$ cat src/rtl/pool_nxn_top.sv
// P x P max/average pooling engine with optional ReLU.
// Reads each window from a synchronous input memory (one-cycle read latency),
// reduces it, and writes one result per window to a linear output memory.
// Windows are visited channel by channel, row by row, column by column.
//
// state    | meaning
// ---------+------------------------------------------------------------
// ST_IDLE  | waiting for run; mode and relu_en are captured with run
// ST_READ  | issuing P*P window addresses, accumulating returned samples
// ST_DRAIN | absorbing the last sample of the window, forming the result
// ST_WRITE | we_out high for one cycle with result and write address
// ST_DONE  | one-cycle done_out pulse, then back to idle
module pool_nxn_top #(
    parameter int LAYER_WIDTH  = 8,
    parameter int LAYER_HEIGHT = 8,
    parameter int CHANNELS     = 1,
    parameter int DATA_WIDTH   = 16,
    parameter int ADDR_WIDTH   = 16,
    parameter int POOL_SIZE    = 2,
    parameter int STRIDE       = 2
) (
    input  logic                  clk,
    input  logic                  reset,
    input  logic                  run,
    input  logic                  mode,
    input  logic                  relu_en,
    input  logic [DATA_WIDTH-1:0] data_in,
    output logic [ADDR_WIDTH-1:0] read_address_out,
    output logic [DATA_WIDTH-1:0] result_out,
    output logic [ADDR_WIDTH-1:0] write_address_out,
    output logic                  we_out,
    output logic                  busy,
    output logic                  done_out
);

    localparam int LOG2P = (POOL_SIZE == 4) ? 2 : 1;
    localparam int SHIFT = 2 * LOG2P;
    localparam int ACC_W = DATA_WIDTH + SHIFT;
    localparam int OW    = (LAYER_WIDTH - POOL_SIZE) / STRIDE + 1;
    localparam int OH    = (LAYER_HEIGHT - POOL_SIZE) / STRIDE + 1;

    localparam logic [1:0]            P_LAST  = 2'(POOL_SIZE - 1);
    localparam logic [ADDR_WIDTH-1:0] OW_LAST = ADDR_WIDTH'(OW - 1);
    localparam logic [ADDR_WIDTH-1:0] OH_LAST = ADDR_WIDTH'(OH - 1);
    localparam logic [ADDR_WIDTH-1:0] CH_LAST = ADDR_WIDTH'(CHANNELS - 1);
    localparam logic [ADDR_WIDTH-1:0] A_ROW   = ADDR_WIDTH'(LAYER_WIDTH);
    localparam logic [ADDR_WIDTH-1:0] A_MAP   = ADDR_WIDTH'(LAYER_WIDTH * LAYER_HEIGHT);
    localparam logic [ADDR_WIDTH-1:0] A_STEP  = ADDR_WIDTH'(STRIDE);

    // Most negative DATA_WIDTH value, sign-extended to the accumulator width.
    localparam logic signed [ACC_W-1:0] ACC_MIN =
        {{(SHIFT + 1){1'b1}}, {(DATA_WIDTH - 1){1'b0}}};

    typedef enum logic [2:0] {
        ST_IDLE,
        ST_READ,
        ST_DRAIN,
        ST_WRITE,
        ST_DONE
    } state_t;

    state_t                    r_state;
    logic                      r_mode;
    logic                      r_relu;
    logic                      r_sample_v;
    logic                      r_last;
    logic [1:0]                r_i;
    logic [1:0]                r_j;
    logic [ADDR_WIDTH-1:0]     r_ox;
    logic [ADDR_WIDTH-1:0]     r_oy;
    logic [ADDR_WIDTH-1:0]     r_ch;
    logic signed [ACC_W-1:0]   r_acc;
    logic [ADDR_WIDTH-1:0]     r_raddr;
    logic [ADDR_WIDTH-1:0]     r_waddr;
    logic [DATA_WIDTH-1:0]     r_result;
    logic                      r_we;
    logic                      r_busy;
    logic                      r_done;

    logic signed [ACC_W-1:0]   w_data_ext;
    logic signed [ACC_W-1:0]   w_acc_next;
    logic signed [ACC_W-1:0]   w_avg;
    logic signed [ACC_W-1:0]   w_pooled;
    logic [DATA_WIDTH-1:0]     w_result;
    logic [1:0]                w_i_next;
    logic [1:0]                w_j_next;
    logic                      w_read_last;
    logic                      w_unused_hi;

    // Address of element (i, j) of window (ox, oy) in channel ch.
    function automatic logic [ADDR_WIDTH-1:0] win_addr(
        input logic [ADDR_WIDTH-1:0] ch,
        input logic [ADDR_WIDTH-1:0] oy,
        input logic [ADDR_WIDTH-1:0] ox,
        input logic [1:0]            i,
        input logic [1:0]            j
    );
        logic [ADDR_WIDTH-1:0] ie;
        logic [ADDR_WIDTH-1:0] je;
        ie = {{(ADDR_WIDTH - 2){1'b0}}, i};
        je = {{(ADDR_WIDTH - 2){1'b0}}, j};
        return ch * A_MAP + (oy * A_STEP + ie) * A_ROW + ox * A_STEP + je;
    endfunction

    // Reduction datapath and in-window raster stepping.
    always_comb begin
        w_data_ext  = {{SHIFT{data_in[DATA_WIDTH-1]}}, data_in};
        w_acc_next  = r_acc;
        if (r_mode) begin
            w_acc_next = r_acc + w_data_ext;
        end else if (w_data_ext > r_acc) begin
            w_acc_next = w_data_ext;
        end
        // Arithmetic shift floors the average toward minus infinity.
        w_avg       = w_acc_next >>> SHIFT;
        w_pooled    = r_mode ? w_avg : w_acc_next;
        w_result    = (r_relu && w_pooled[ACC_W-1]) ? '0 : w_pooled[DATA_WIDTH-1:0];
        w_unused_hi = &{1'b0, w_pooled[ACC_W-2:DATA_WIDTH]};

        w_read_last = (r_i == P_LAST) && (r_j == P_LAST);
        w_j_next    = (r_j == P_LAST) ? 2'd0 : r_j + 2'd1;
        w_i_next    = (r_j == P_LAST) ? r_i + 2'd1 : r_i;
    end

    // Sequencer FSM; all outputs are registered here.
    always_ff @(posedge clk or posedge reset) begin
        if (reset) begin
            r_state    <= ST_IDLE;
            r_mode     <= 1'b0;
            r_relu     <= 1'b0;
            r_sample_v <= 1'b0;
            r_last     <= 1'b0;
            r_i        <= '0;
            r_j        <= '0;
            r_ox       <= '0;
            r_oy       <= '0;
            r_ch       <= '0;
            r_acc      <= '0;
            r_raddr    <= '0;
            r_waddr    <= '0;
            r_result   <= '0;
            r_we       <= 1'b0;
            r_busy     <= 1'b0;
            r_done     <= 1'b0;
        end else begin
            r_we       <= 1'b0;
            r_done     <= 1'b0;
            // Data returns one cycle after its address, so a sample is
            // pending exactly when the previous cycle was a read cycle.
            r_sample_v <= (r_state == ST_READ);
            if (r_sample_v) begin
                r_acc <= w_acc_next;
            end

            case (r_state)
                ST_IDLE: begin
                    if (run) begin
                        r_mode  <= mode;
                        r_relu  <= relu_en;
                        r_acc   <= mode ? '0 : ACC_MIN;
                        r_i     <= '0;
                        r_j     <= '0;
                        r_ox    <= '0;
                        r_oy    <= '0;
                        r_ch    <= '0;
                        r_raddr <= '0;
                        r_waddr <= '0;
                        r_busy  <= 1'b1;
                        r_state <= ST_READ;
                    end
                end

                ST_READ: begin
                    if (w_read_last) begin
                        r_i     <= '0;
                        r_j     <= '0;
                        r_state <= ST_DRAIN;
                    end else begin
                        r_i     <= w_i_next;
                        r_j     <= w_j_next;
                        r_raddr <= win_addr(r_ch, r_oy, r_ox, w_i_next, w_j_next);
                    end
                end

                ST_DRAIN: begin
                    r_result <= w_result;
                    r_we     <= 1'b1;
                    r_last   <= (r_ox == OW_LAST) && (r_oy == OH_LAST) && (r_ch == CH_LAST);
                    // Step to the next window now so WRITE can issue its
                    // first address without extra combinational depth.
                    if (r_ox == OW_LAST) begin
                        r_ox <= '0;
                        if (r_oy == OH_LAST) begin
                            r_oy <= '0;
                            r_ch <= (r_ch == CH_LAST) ? '0 : r_ch + 1'b1;
                        end else begin
                            r_oy <= r_oy + 1'b1;
                        end
                    end else begin
                        r_ox <= r_ox + 1'b1;
                    end
                    r_state <= ST_WRITE;
                end

                ST_WRITE: begin
                    r_waddr <= r_waddr + 1'b1;
                    if (r_last) begin
                        r_done  <= 1'b1;
                        r_state <= ST_DONE;
                    end else begin
                        r_acc   <= r_mode ? '0 : ACC_MIN;
                        r_raddr <= win_addr(r_ch, r_oy, r_ox, 2'd0, 2'd0);
                        r_state <= ST_READ;
                    end
                end

                ST_DONE: begin
                    r_busy  <= 1'b0;
                    r_state <= ST_IDLE;
                end

                default: begin
                    r_busy  <= 1'b0;
                    r_state <= ST_IDLE;
                end
            endcase
        end
    end

    assign read_address_out  = r_raddr;
    assign result_out        = r_result;
    assign write_address_out = r_waddr;
    assign we_out            = r_we;
    assign busy              = r_busy;
    assign done_out          = r_done;

endmodule

$ cat config.mk
export PLATFORM = sky130hd
export DESIGN_NAME = pool_nxn_top
export DESIGN_NICKNAME = d
export VERILOG_FILES = /design/src/rtl/pool_nxn_top.sv
export SDC_FILE = /design/constraint.sdc
export NUM_CORES = 1
export LEC_CHECK = 0
export CAP_MARGIN = 20
export CORE_ASPECT_RATIO = 1.25
export CORE_MARGIN = 5
export CORE_UTILIZATION = 29
export CTS_BUF_LIST = sky130_fd_sc_hd__clkbuf_4 sky130_fd_sc_hd__clkbuf_8
export CTS_CLUSTER_DIAMETER = 60
export DETAILED_ROUTE_END_ITERATION = 10
export GPL_TIMING_DRIVEN = 0
export PLACE_DENSITY = 0.47
export SYNTH_ARGS = -nofsm -noshare
export SYNTH_HDL_FRONTEND = slang
export SYNTH_SLANG_ARGS = --single-unit
$ cat constraint.sdc
create_clock -name clk -period 5.57 [get_ports clk]
set_input_delay 1.114 -clock clk [delete_from_list [all_inputs] [get_ports clk]]
set_output_delay 1.114 -clock clk [all_outputs]
set_load 0.05 [all_outputs]
# Word-level counts from Yosys, hierarchy flattened
# Cells that the tools add are included.
dict set report word_totals {
  regBits 128
  inputBits 21
  word_cells 105
}
dict set report classes {
  add_sub_neg 13
  n_lt_le_gt_ge 1
  eq_ne 13
  muxes 40
  bitwise_logic 1
  reduce_logical 20
}
# op n
set ops {}
lappend ops {{$mux W16} 11}
lappend ops {{$pmux W16 S2} 4}
lappend ops {{$mux W18} 7}
lappend ops {{$add A16 B1 Y16 const B} 4}
lappend ops {{$add A16 B16 Y16} 4}
lappend ops {{$pmux W16 S3} 1}
lappend ops {{$pmux W18 S2} 1}
lappend ops {{$eq A16 B2 Y1 const B} 2}
lappend ops {{$add A18 B16 Y18} 1}
lappend ops {{$gt A16 B18 Y1} 1}
lappend ops {{$add A16 B2 Y16} 1}
lappend ops {{$logic_not A16 Y1} 1}
lappend ops {{$add A13 B2 Y13} 1}
lappend ops {{$ne A2 B2 Y1 const B} 6}
lappend ops {{$pmux W3 S4} 1}
lappend ops {{$reduce_and A2 Y1} 6}
lappend ops {{$mux W2} 5}
lappend ops {{$mux W3} 3}
lappend ops {{$pmux W2 S2} 2}
lappend ops {{$reduce_and A4 Y1} 2}
lappend ops {{$eq A3 B2 Y1 const B} 2}
lappend ops {{$reduce_bool A2 Y1} 3}
lappend ops {{$add A2 B1 Y2 const B} 2}
lappend ops {{$eq A2 B1 Y1 const B} 2}
lappend ops {{9 further kinds} 15}

# Longest topological paths before layout
# Gate-level depths: netlist of the first run.
dict set report depth {
  word_depth 8
  ltp_mapped 16
  depth_no_buf 16
}

# Worst setup path before layout of the first run
# No wires, ideal clock.
dict set report synth_path {
  path_type {input port to flip-flop}
  from {in data_in[14]}
  to {reg r_acc[11]}
  setup_time_ns 0.078
  arrival_ns 3.638
  setup_slack_ns 1.854
  path_stages 12
  path_buffers 3
  path_cell_list {ha_1 > buf_2 > and4_4 > nand2_2 > or4_4 > nand4b_2 > mux2i_2 > buf_6 > buf_6 > mux2i_1 > nand3_1 > a21oi_1}
}
dict set report synth_between {
  elab_chain_cells 6
  word_cells_on_any_way 7
  cone_classes {1 x order compare; 6 x mux}
}
# item line_no
set synth_lines {}
lappend synth_lines {{from (decl)} 27} ;# input logic [DATA_WIDTH-1:0] data_in,
lappend synth_lines {{$gt A16 B18 Y1 (*)} 111} ;# end else if (w_data_ext > r_acc) begin
lappend synth_lines {{$mux W18 (*)} 111}
lappend synth_lines {{$mux W18 (*)} 109} ;# if (r_mode) begin
lappend synth_lines {{$mux W18 (*)} 151} ;# if (r_sample_v) begin
lappend synth_lines {{$mux W18 (on tied branches)} {207, 157}}
lappend synth_lines {{$pmux W18 S2 (*)} 155} ;# case (r_state)
lappend synth_lines {{to (signal assigned)} 152} ;# r_acc <= w_acc_next;
lappend synth_lines {{to (signal assigned)} 160} ;# r_acc <= mode ? '0 : ACC_MIN;
lappend synth_lines {{to (signal assigned)} 211} ;# r_acc <= r_mode ? '0 : ACC_MIN;
lappend synth_lines {{to (decl)} 72} ;# logic signed [ACC_W-1:0] r_acc;
# Every way passes the cells marked *; elsewhere a longest branch is shown, timed or not.
# A chain may end at the register's enable or synchronous reset.

# Worst setup path in the final report of the first run
dict set report layout_path {
  from {in data_in[15]}
  to {reg r_acc[5]}
}
# The elaborated chain is that of the path after synthesis.

==> flow_summary.json, run 1 <==
{
  "synth-edff-count": 0,
  "synth_cell_types": 75,
  "htreeDepth": 4,
  "finalCritPeriodShare_pct": 81.4,
  "maxCapViolations": 0,
  "grt_use_total_pct": 16.0,
  "post-dp-hpwl_um": 22500,
  "syn-cell-area_sq_um": 9420,
  "fillers": 3322,
  "vias": 8226,
  "yosys_warnings": 0,
  "port-buffer-count": 71,
  "synth_seq_area_share_pct": 34.0,
  "clkLatencyLatePin_ns": 0.46,
  "required_ns": 5.95,
  "syn_nets": 1198,
  "max_freq_mhz": 220,
  "finish.instance_area_sq_um": 11100,
  "synth_seq_cells": 128,
  "grt_pass1_wl_um": 45500,
  "min_to": "write_address_out[15]$_DFFE_PP0P_",
  "drt_first_pass_iters": 5,
  "rrSetupSlack_ns": 1.25,
  "grt_setup_unrepaired": "no",
  "critPathLaunchType": "primary input",
  "ctsResizeCount": 0,
  "hold_path_startpoint": "write_address_out[15]$_DFFE_PP0P_",
  "clock_path_buffers": 2,
  "reg2reg_from": "r_i[0]$_DFFE_PP0P_",
  "period_needed_ns": 4.54,
  "cp_max_fo": 10,
  "wl_um": 28800,
  "numClockSinks": 128,
  "area_growth_pct": 17.9,
  "fin_tns_setup_ns": 0,
  "synthArstFlopShare_pct": 100,
  "hp-class": "register to register",
  "drv_slew": 0,
  "drc": 0,
  "drtIter0Drc": 607,
  "crit_type": "primary input to register",
  "layout_commonest_cell": "nand2_1",
  "hold_viol_final": 0,
  "die_w_um": 171,
  "num_rows": 73,
  "grt_start_max_net_pins": 75,
  "final_antenna_net_count": 0,
  "ir_drop_mv": 0.210,
  "setup_viol": 0,
  "dieArea_sq_um": 36200,
  "synth_cells": 1085,
  "status": "completed",
  "skew_ns": 0.0122,
  "vias_per_cell": 5.14,
  "hold_depth": 1,
  "grt_pass1_vias": 8267,
  "die_y_um": 212,
  "fin_hold_ws_ns": 0.485,
  "final_cell_mix": "131 x nand2_1, 128 x dfrtp_1, 97 x nor2_1",
  "cts_setup_buffers": 0,
  "ctsHoldBuffers": 0,
  "worst-r2r-cell-count": 14,
  "tightest_slew_ns": 0.963,
  "globalplace.congestion": 0.874,
  "worstPathArrival_ns": 4.92,
  "fin_util_pct": 34.8,
  "path_clk_slew_ns": 0.08,
  "slew_headroom_pct": 35.3,
  "tritoncts": "yes",
  "grt_overflow_total": 0,
  "endpoint_kind": "register",
  "cts_made_buffers": 17,
  "core-area_sq_um": 32000,
  "syn_area_per_cell_sq_um": 8.68,
  "pin_count": 72,
  "initial_core_util_pct": 29.5,
  "post_dp_cell_area_sq_um": 10700,
  "antenna_found_initial": 0,
  "r2r_end": "read_address_out[14]$_DFFE_PP0P_",
  "post_drt_wl_per_cell_um": 18.0,
  "nNetsFinal": 1289,
  "cellLeakagePower_uw": 0.00506,
  "synth_top_flop_cell": "dfrtp_1",
  "cellPowerDensity_nw_per_um2": 344,
  "ctsRootBufferMaster": "clkbuf_8",
  "layout-drive-gt1-share_pct": 5.39
}
-- flip-flops by register name (all words and copies together) (netlist names) --
signal,flops
busy,1
done_out,1
r_acc,18
r_ch,16
r_i,2
r_j,2
r_last,1
r_mode,1
r_ox,16
r_oy,16
r_relu,1
r_sample_v,1
r_state,3
read_address_out,16
result_out,16
we_out,1
write_address_out,16
-- cells by family after synthesis --
| family | synth area share [%] |
|---|---|
| XOR/XNOR | 5.58 |
| AND/OR/NAND/NOR | 21.7 |
| AO/OA/AOI/OAI | 18.2 |
| adder cells (fa/ha/maj) | 13.8 |
| buffers and inverters | 4.17 |
| flip-flops | 34.0 |
| multiplexers | 2.52 |
-- through the flow --
stage	setup slack, ns	instances	total power (uW)
2_1_floorplan	1.04	1085	2460
3_3_place_gp	-1.29	1568	2950
3_5_place_dp	0.535	1569	2950
4_1_cts	1.03	1600	3860
5_1_grt	0.852	1600	4080
6_report	1.03	1601	3820
-- how the worst max path moves through the flow --
stage	from	to	slack, ns
floorplan	reset	busy$_DFFE_PP0P_	1.04
global placement	reset	r_ch[13]$_DFFE_PP0P_	-1.29
detailed placement	data_in[15]	r_acc[5]$_DFF_PP0_	0.53
CTS	data_in[15]	r_acc[5]$_DFF_PP0_	1.03
global route	data_in[15]	r_acc[4]$_DFF_PP0_	0.85
finish	data_in[15]	r_acc[5]$_DFF_PP0_	1.03
-- area by class of cell --
| cell class | instances | area (sq um) | area share [%] |
|---|---|---|---|
| clock inverter | 9 | 131 | 1.18 |
| antenna | 1 | 2.50 | 0.0225 |
| multi-input combinational | 861 | 5830 | 52.4 |
| tap | 412 | 515 | 4.64 |
| sequential | 128 | 3200 | 28.8 |
| buffer | 43 | 194 | 1.75 |
| clock buffer | 22 | 297 | 2.67 |
| inverter | 53 | 204 | 1.84 |
| timing repair buffer | 72 | 738 | 6.64 |
-- routing by layer --
metal,global-route usage (%),share of wire (%),vias up,wire [um]
li1,-,-,4073,-
met2,28.7,52,144,14900
met4,6.75,3.4,0,972
met3,2.61,2.9,46,836
met5,0,0,-,0
met1,18.9,42,3963,12100
-- cell usage after synthesis (all sizes together), types with 3 or more instances --
cell     instances  area (sq um)
or3             14          87.6
and2            11          68.8
a21boi           3          22.5
a32o            13           130
o211ai           4          30.0
a31o             4          35.0
nand2          132           498
nor2            97           364
a22o             4          35.0
nand3b           3          22.5
o21a             5          37.5
o31ai            6          50.1
a21oi           58           290
mux2             3          33.8
a31oi            8          65.1
ha              72           901
nand3           42           210
dfrtp          128          3200
a211oi           4          30.0
xnor2           29           254
and3            31           194
nand2b          16           100
a21o            11          82.6
or2              4          25.0
nor2b           11          68.8
mux2i           20           204
and4             5          46.3
nor4            14          93.8
o41ai            6          52.6
a311oi           4          35.0
xor2            31           272
buf             11          71.3
a22oi            8          60.1
clkbuf          32           123
nor3b            3          22.5
nand4           16           100
nor3            18          90.1
inv             53           199
o2111ai          3          43.8
o22ai            5          31.3
fa              20           400
o21ai           95           475
-- power by group --
group          switching [uW]  internal (uW)
Combinational            1030            708
Sequential                130           1070
Clock                     393            492
Total                    1560           2270
-- critical path, cell delays in order --
cell	delay, ns
clkdlybuf4s50_1	0.57
ha_1	0.53
and4_4	0.30
nand2_2	0.06
or4_4	0.56
nand4b_2	0.12
mux2i_2	0.64
buf_6	0.26
buf_6	0.19
mux2i_1	0.29
nand3_1	0.11
a21oi_1	0.15
(Power assumes the default switching activity.)
==> run 2: changes to the inputs <==
--- a/config.mk
+++ b/config.mk
@@ -13,7 +13,7 @@
 export CTS_CLUSTER_DIAMETER = 60
 export DETAILED_ROUTE_END_ITERATION = 10
 export GPL_TIMING_DRIVEN = 0
-export PLACE_DENSITY = 0.47
+export PLACE_DENSITY = 0.49
 export SYNTH_ARGS = -nofsm -noshare
 export SYNTH_HDL_FRONTEND = slang
 export SYNTH_SLANG_ARGS = --single-unit
==> constraint.sdc (replaced) <==
create_clock -name clk -period 4 [get_ports clk]
set_input_delay 0.8 -clock clk [delete_from_list [all_inputs] [get_ports clk]]
set_output_delay 0.8 -clock clk [all_outputs]
set_load 0.05 [all_outputs]
==> flow_summary.json, run 2 (same netlist as run 1, synthesis figures left out) <==
{
  "antenna_found_initial": 0,
  "vias": 8253,
  "crit_type": "register to register",
  "final-seq-area_sq_um": 3200,
  "hold_viol_final": 0,
  "grt_use_total_pct": 16.1,
  "crit_start": "r_i[0]$_DFFE_PP0P_",
  "drc": 0,
  "drv_slew": 0,
  "cp_max_fo": 4,
  "ir_drop_mv": 0.271,
  "num_rows": 73,
  "nNetsFinal": 1292,
  "period_needed_ns": 3.81,
  "fillers": 3344,
  "setup_viol": 0,
  "grt_overflow_total": 0,
  "clock_path_buffers": 2,
  "cellPowerDensity_nw_per_um2": 471,
  "worst-r2r-cell-count": 13,
  "largest_reg_flops": 18,
  "initial_core_util_pct": 29.5,
  "worstSetupEndpoint": "read_address_out[14]$_DFFE_PP0P_",
  "die_w_um": 171,
  "port-buffer-count": 71,
  "wl_um": 28700,
  "regMostFlops": "r_acc",
  "drtIter0Drc": 620,
  "fin_hold_ws_ns": 0.487,
  "status": "completed",
  "dieArea_sq_um": 36200,
  "worstPathArrival_ns": 4.13,
  "required_ns": 4.32,
  "skew_ns": 0.0131,
  "final_cells": 1604,
  "layout_commonest_cell": "nand2_1",
  "numClockSinks": 128,
  "area_growth_pct": 18.8,
  "pin_count": 72,
  "die_y_um": 212,
  "max_freq_mhz": 262,
  "grt_pass1_vias": 8240,
  "post-place-cells": 1571,
  "r2r_end": "read_address_out[14]$_DFFE_PP0P_",
  "hp-class": "register to register",
  "reg2reg_from": "r_i[0]$_DFFE_PP0P_",
  "path_clk_slew_ns": 0.08,
  "vias_per_cell": 5.15,
  "rrSetupSlack_ns": 0.19,
  "grt_setup_unrepaired": "no",
  "maxCapViolations": 0,
  "ctsHoldBuffers": 0,
  "tightest_slew_ns": 0.964,
  "htreeDepth": 4,
  "final_cell_mix": "131 x nand2_1, 128 x dfrtp_1, 97 x nor2_1",
  "grt_start_max_net_pins": 38,
  "fin_tns_setup_ns": 0,
  "finalCritPeriodShare_pct": 95.2,
  "core-area_sq_um": 32000,
  "cellLeakagePower_uw": 0.00509,
  "drt_first_pass_iters": 7,
  "finalPower_uw": 5270,
  "tritoncts": "yes",
  "critPathLaunchType": "register",
  "cts_made_buffers": 17,
  "layout-drive-gt1-share_pct": 6.55,
  "post_drt_wl_per_cell_um": 17.9,
  "fin_util_pct": 35.0,
  "multiInputGateArea_sq_um": 5900,
  "globalplace.congestion": 0.885,
  "grt_pass1_wl_um": 46000,
  "endpoint_kind": "register",
  "final_antenna_net_count": 0,
  "ctsRootBufferMaster": "clkbuf_8",
  "post-dp-hpwl_um": 22500,
  "slew_headroom_pct": 35.3,
  "clkLatencyLatePin_ns": 0.46
}
[run 2: per-stage QoR]
step | setup WS, ns | area (sq um)
detailed placement | -0.689 | 10700
finish | 0.190 | 11200
floorplan | 0.332 | 9430
global placement | -0.714 | 10700
global route | 0.00810 | 11200
CTS | 0.0587 | 11100
[run 2: final cells by class]
type,count,area share [%]
clock inverters,10,1.01
diodes,1,0.0224
multi-input cells,861,52.8
repair buffers,75,6.98
inverters,53,1.81
plain buffers,43,1.73
well taps,412,4.61
flip-flops and latches,128,28.6
clock buffers,21,2.47
[run 2: worst min path at each step]
stage,endpoint,start,slack (ns),cells past startpoint
floorplan,r_ox[15]$_DFFE_PP0P_,r_ox[15]$_DFFE_PP0P_,0.45,1
global placement,write_address_out[15]$_DFFE_PP0P_,write_address_out[15]$_DFFE_PP0P_,0.47,1
detailed placement,read_address_out[5]$_DFFE_PP0P_,read_address_out[5]$_DFFE_PP0P_,0.48,2
CTS,write_address_out[15]$_DFFE_PP0P_,write_address_out[15]$_DFFE_PP0P_,0.49,1
global route,write_address_out[15]$_DFFE_PP0P_,write_address_out[15]$_DFFE_PP0P_,0.52,1
finish,write_address_out[15]$_DFFE_PP0P_,write_address_out[15]$_DFFE_PP0P_,0.49,1
[run 2: report_power, final]
group          leakage (uW)  switching (uW)  internal (uW)  total, uW
logic               0.00330            1460           1020       2480
registers           0.00159             175           1480       1660
clock network      0.000198             540            594       1130
total               0.00509            2180           3090       5270
[run 2: metal layers]
metal / vias to the layer above / track usage (%) / share of wire [%] / routed length (um)
li1: 4073 / - / - / -
met1: 4015 / 18.9 / 42 / 12000
met2: 132 / 29.9 / 54 / 15400
met3: 33 / 2.30 / 2.5 / 732
met4: 0 / 5.00 / 2.1 / 611
met5: - / 0 / 0 / 0
[run 2: repair_timing]
action	4_1_cts	5_1_grt
resized for setup	6	11
endpoints found under the hold margin	0	0
endpoints found under the setup margin	22	7
pin swaps	0	1
setup buffers	1	0
[run 2: critical path, stage by stage (launching register included)]
cell and delay (ns):
dfrtp_1 0.43, ha_1 0.34, o21ai_4 0.19, ha_2 0.32, ha_1 0.30, ha_1 0.34, a21o_1 0.17, a21o_1 0.22
a2111oi_2 0.37, nor3_1 0.13, a41o_1 0.30, o41ai_2 0.25, xor2_1 0.18, o221ai_1 0.12
==> run 3: changes to the inputs <==
--- a/config.mk
+++ b/config.mk
@@ -9,8 +9,8 @@
 export CORE_ASPECT_RATIO = 1.25
 export CORE_MARGIN = 5
 export CORE_UTILIZATION = 29
-export CTS_BUF_LIST = sky130_fd_sc_hd__clkbuf_4 sky130_fd_sc_hd__clkbuf_8
-export CTS_CLUSTER_DIAMETER = 60
+export CTS_BUF_LIST = sky130_fd_sc_hd__clkbuf_16
+export CTS_CLUSTER_DIAMETER = 50
 export DETAILED_ROUTE_END_ITERATION = 10
 export GPL_TIMING_DRIVEN = 0
 export PLACE_DENSITY = 0.49
==> flow_summary.json, run 3 (same netlist as run 1, synthesis figures left out) <==
{
  "status": "completed",
  "hold_depth": 1,
  "numClockSinks": 128,
  "max_freq_mhz": 263,
  "crit_top_cell": "ha_1",
  "grt_pass1_vias": 8263,
  "p_comb_share_pct": 44.1,
  "seq_power_share_pct": 29.4,
  "clkLatencyLatePin_ns": 0.43,
  "num_rows": 73,
  "antenna_found_initial": 0,
  "pin_count": 72,
  "area_growth_pct": 20.6,
  "post_drt_wl_per_cell_um": 17.9,
  "grt_overflow_total": 0,
  "vias": 8233,
  "hp-class": "register to register",
  "core-area_sq_um": 32000,
  "worst-r2r-cell-count": 14,
  "htreeDepth": 4,
  "hold_path_startpoint": "write_address_out[15]$_DFFE_PP0P_",
  "grt_start_max_net_pins": 38,
  "grt-busiest-layer": "met2",
  "cellPowerDensity_nw_per_um2": 497,
  "cellLeakagePower_uw": 0.00517,
  "critPathBufInv": 0,
  "fin_hold_ws_ns": 0.485,
  "tritoncts": "yes",
  "grt_use_total_pct": 16.1,
  "cpMaxStageDelayCell": "fa_1",
  "hold_viol_final": 0,
  "vias_per_cell": 5.14,
  "clock_path_buffers": 2,
  "tightest_slew_ns": 1.01,
  "finalCritPeriodShare_pct": 95.2,
  "p_int_uw": 3400,
  "rrSetupSlack_ns": 0.19,
  "drv_slew": 0,
  "crit_family": "adder cells",
  "setup_viol": 0,
  "largest_reg_flops": 18,
  "post-dp-hpwl_um": 22500,
  "globalplace.congestion": 0.885,
  "grtUsageMet2_pct": 29.2,
  "met3_usage_pct": 2.56,
  "maxCapViolations": 0,
  "port-buffer-count": 71,
  "nNetsFinal": 1292,
  "ctsHoldBuffers": 0,
  "switching_share_pct": 39.6,
  "layout_commonest_cell": "nand2_1",
  "dieArea_sq_um": 36200,
  "final_cells": 1603,
  "final_antenna_net_count": 0,
  "die_w_um": 171,
  "regMostFlops": "r_acc",
  "cp_max_fo": 4,
  "grt_pass1_wl_um": 45900,
  "post-place-cells": 1571,
  "die_y_um": 212,
  "drc": 0,
  "drtIter0Drc": 616,
  "r2r_end": "read_address_out[15]$_DFFE_PP0P_",
  "slew_headroom_pct": 32.4,
  "wl_um": 28700,
  "worstPathArrival_ns": 4.12,
  "grt_setup_unrepaired": "no",
  "reg2reg_from": "r_i[0]$_DFFE_PP0P_",
  "ctsRootBufferMaster": "clkbuf_16",
  "antenna_cells": 0,
  "skew_ns": 0.00682,
  "crit_chain": "ha_1, o21ai_4, ha_2, and3_4, nand2_1, xnor2_1, fa_1, ha_1, or3_1, o211a_1, o21a_1, o21ai_1, mux2i_1, a211o_1",
  "drt_first_pass_iters": 4,
  "period_needed_ns": 3.81,
  "initial_core_util_pct": 29.5,
  "pwr-share-clk_pct": 26.5,
  "min_to": "write_address_out[15]$_DFFE_PP0P_",
  "cts_made_buffers": 17,
  "required_ns": 4.31,
  "place_worst_setup_slack_ns": -0.689,
  "ir_drop_mv": 0.271,
  "path_clk_slew_ns": 0.06,
  "power.net_switching_uw": 2240,
  "met1_usage_pct": 18.9,
  "layout-drive-gt1-share_pct": 6.30,
  "final_cell_mix": "131 x nand2_1, 128 x dfrtp_1, 97 x nor2_1",
  "endpoint_kind": "register",
  "crit_type": "register to register",
  "fin_ws_ns": 0.192,
  "cpPeakStageDelay_ns": 0.46,
  "critPathLaunchType": "register"
}
[run 3: changes by cell type in the layout (fill, tap and decap cells not counted)]
cell	before	now
clkbuf_16	0	17
diode_2	1	0
clkbuf_4	2	0
inv_1	51	53
clkinv_1	0	2
a221oi_1	1	0
clkbuf_8	19	0
a221oi_2	0	1
[run 3: cell type report]
| class | count | area [sq um] |
|---|---|---|
| fillers | 3332 | 20600 |
| multi-input cells | 861 | 5910 |
| flip-flops and latches | 128 | 3200 |
| repair buffers | 75 | 781 |
| well taps | 412 | 515 |
| clock buffers | 17 | 425 |
| inverters | 53 | 203 |
| plain buffers | 43 | 194 |
| clock inverters | 14 | 128 |
[run 3: worst max path at each step]
stage,from,end,slack [ns],cells past startpoint
final,r_i[0]$_DFFE_PP0P_,read_address_out[15]$_DFFE_PP0P_,0.19,14
after global routing,r_i[0]$_DFFE_PP0P_,read_address_out[15]$_DFFE_PP0P_,0.02,14
after CTS,r_i[0]$_DFFE_PP0P_,read_address_out[15]$_DFFE_PP0P_,0.002,14
after detailed placement,data_in[15],r_acc[5]$_DFF_PP0_,-0.69,13
after global placement,data_in[15],r_acc[5]$_DFF_PP0_,-0.71,13
after floorplan,r_i[0]$_DFFE_PP0P_,read_address_out[15]$_DFFE_PP0P_,0.33,14
[run 3: power by group through the flow]
stage	clock network (uW)	registers, uW	logic [uW]
6_report	1490	1660	2490
5_1_grt	1590	1680	2720
3_5_place_dp	0	1680	2430
4_1_cts	1530	1660	2480
3_3_place_gp	0	1680	2420
2_1_floorplan	0	1920	1510
[run 3: worst register-to-register path, cell delays in order, from the launching register on]
cell and delay [ns]:
dfrtp_1 0.42, ha_1 0.34, o21ai_4 0.19, ha_2 0.23, and3_4 0.20, nand2_1 0.07, xnor2_1 0.20, fa_1 0.46
ha_1 0.25, or3_1 0.34, o211a_1 0.24, o21a_1 0.18, o21ai_1 0.18, mux2i_1 0.11, a211o_1 0.29
[run 3: timing repair]
item,in CTS,in global routing
setup endpoints to repair,26,21
buffers inserted,1,0
pin swaps,0,1
resized for setup,5,13
[run 3: metrics by stage]
| step | cell area (sq um) | utilization (%) | TNS (ns) | power, uW |
|---|---|---|---|---|
| floorplan | 9430 | - | 0 | 3430 |
| global placement | 10700 | 33.3 | -18.30 | 4100 |
| detailed placement | 10700 | 33.5 | -18.19 | 4110 |
| CTS | 11300 | 35.3 | 0 | 5670 |
| global route | 11400 | 35.5 | 0 | 6000 |
| finish | 11400 | 35.5 | 0 | 5640 |
[run 3: layer usage]
| metal | vias up | part of all wire [%] |
|---|---|---|
| li1 | 4076 | - |
| met2 | 125 | 52 |
| met4 | 0 | 3.0 |
| met3 | 43 | 2.4 |
| met1 | 3989 | 42 |
| met5 | - | 0 |
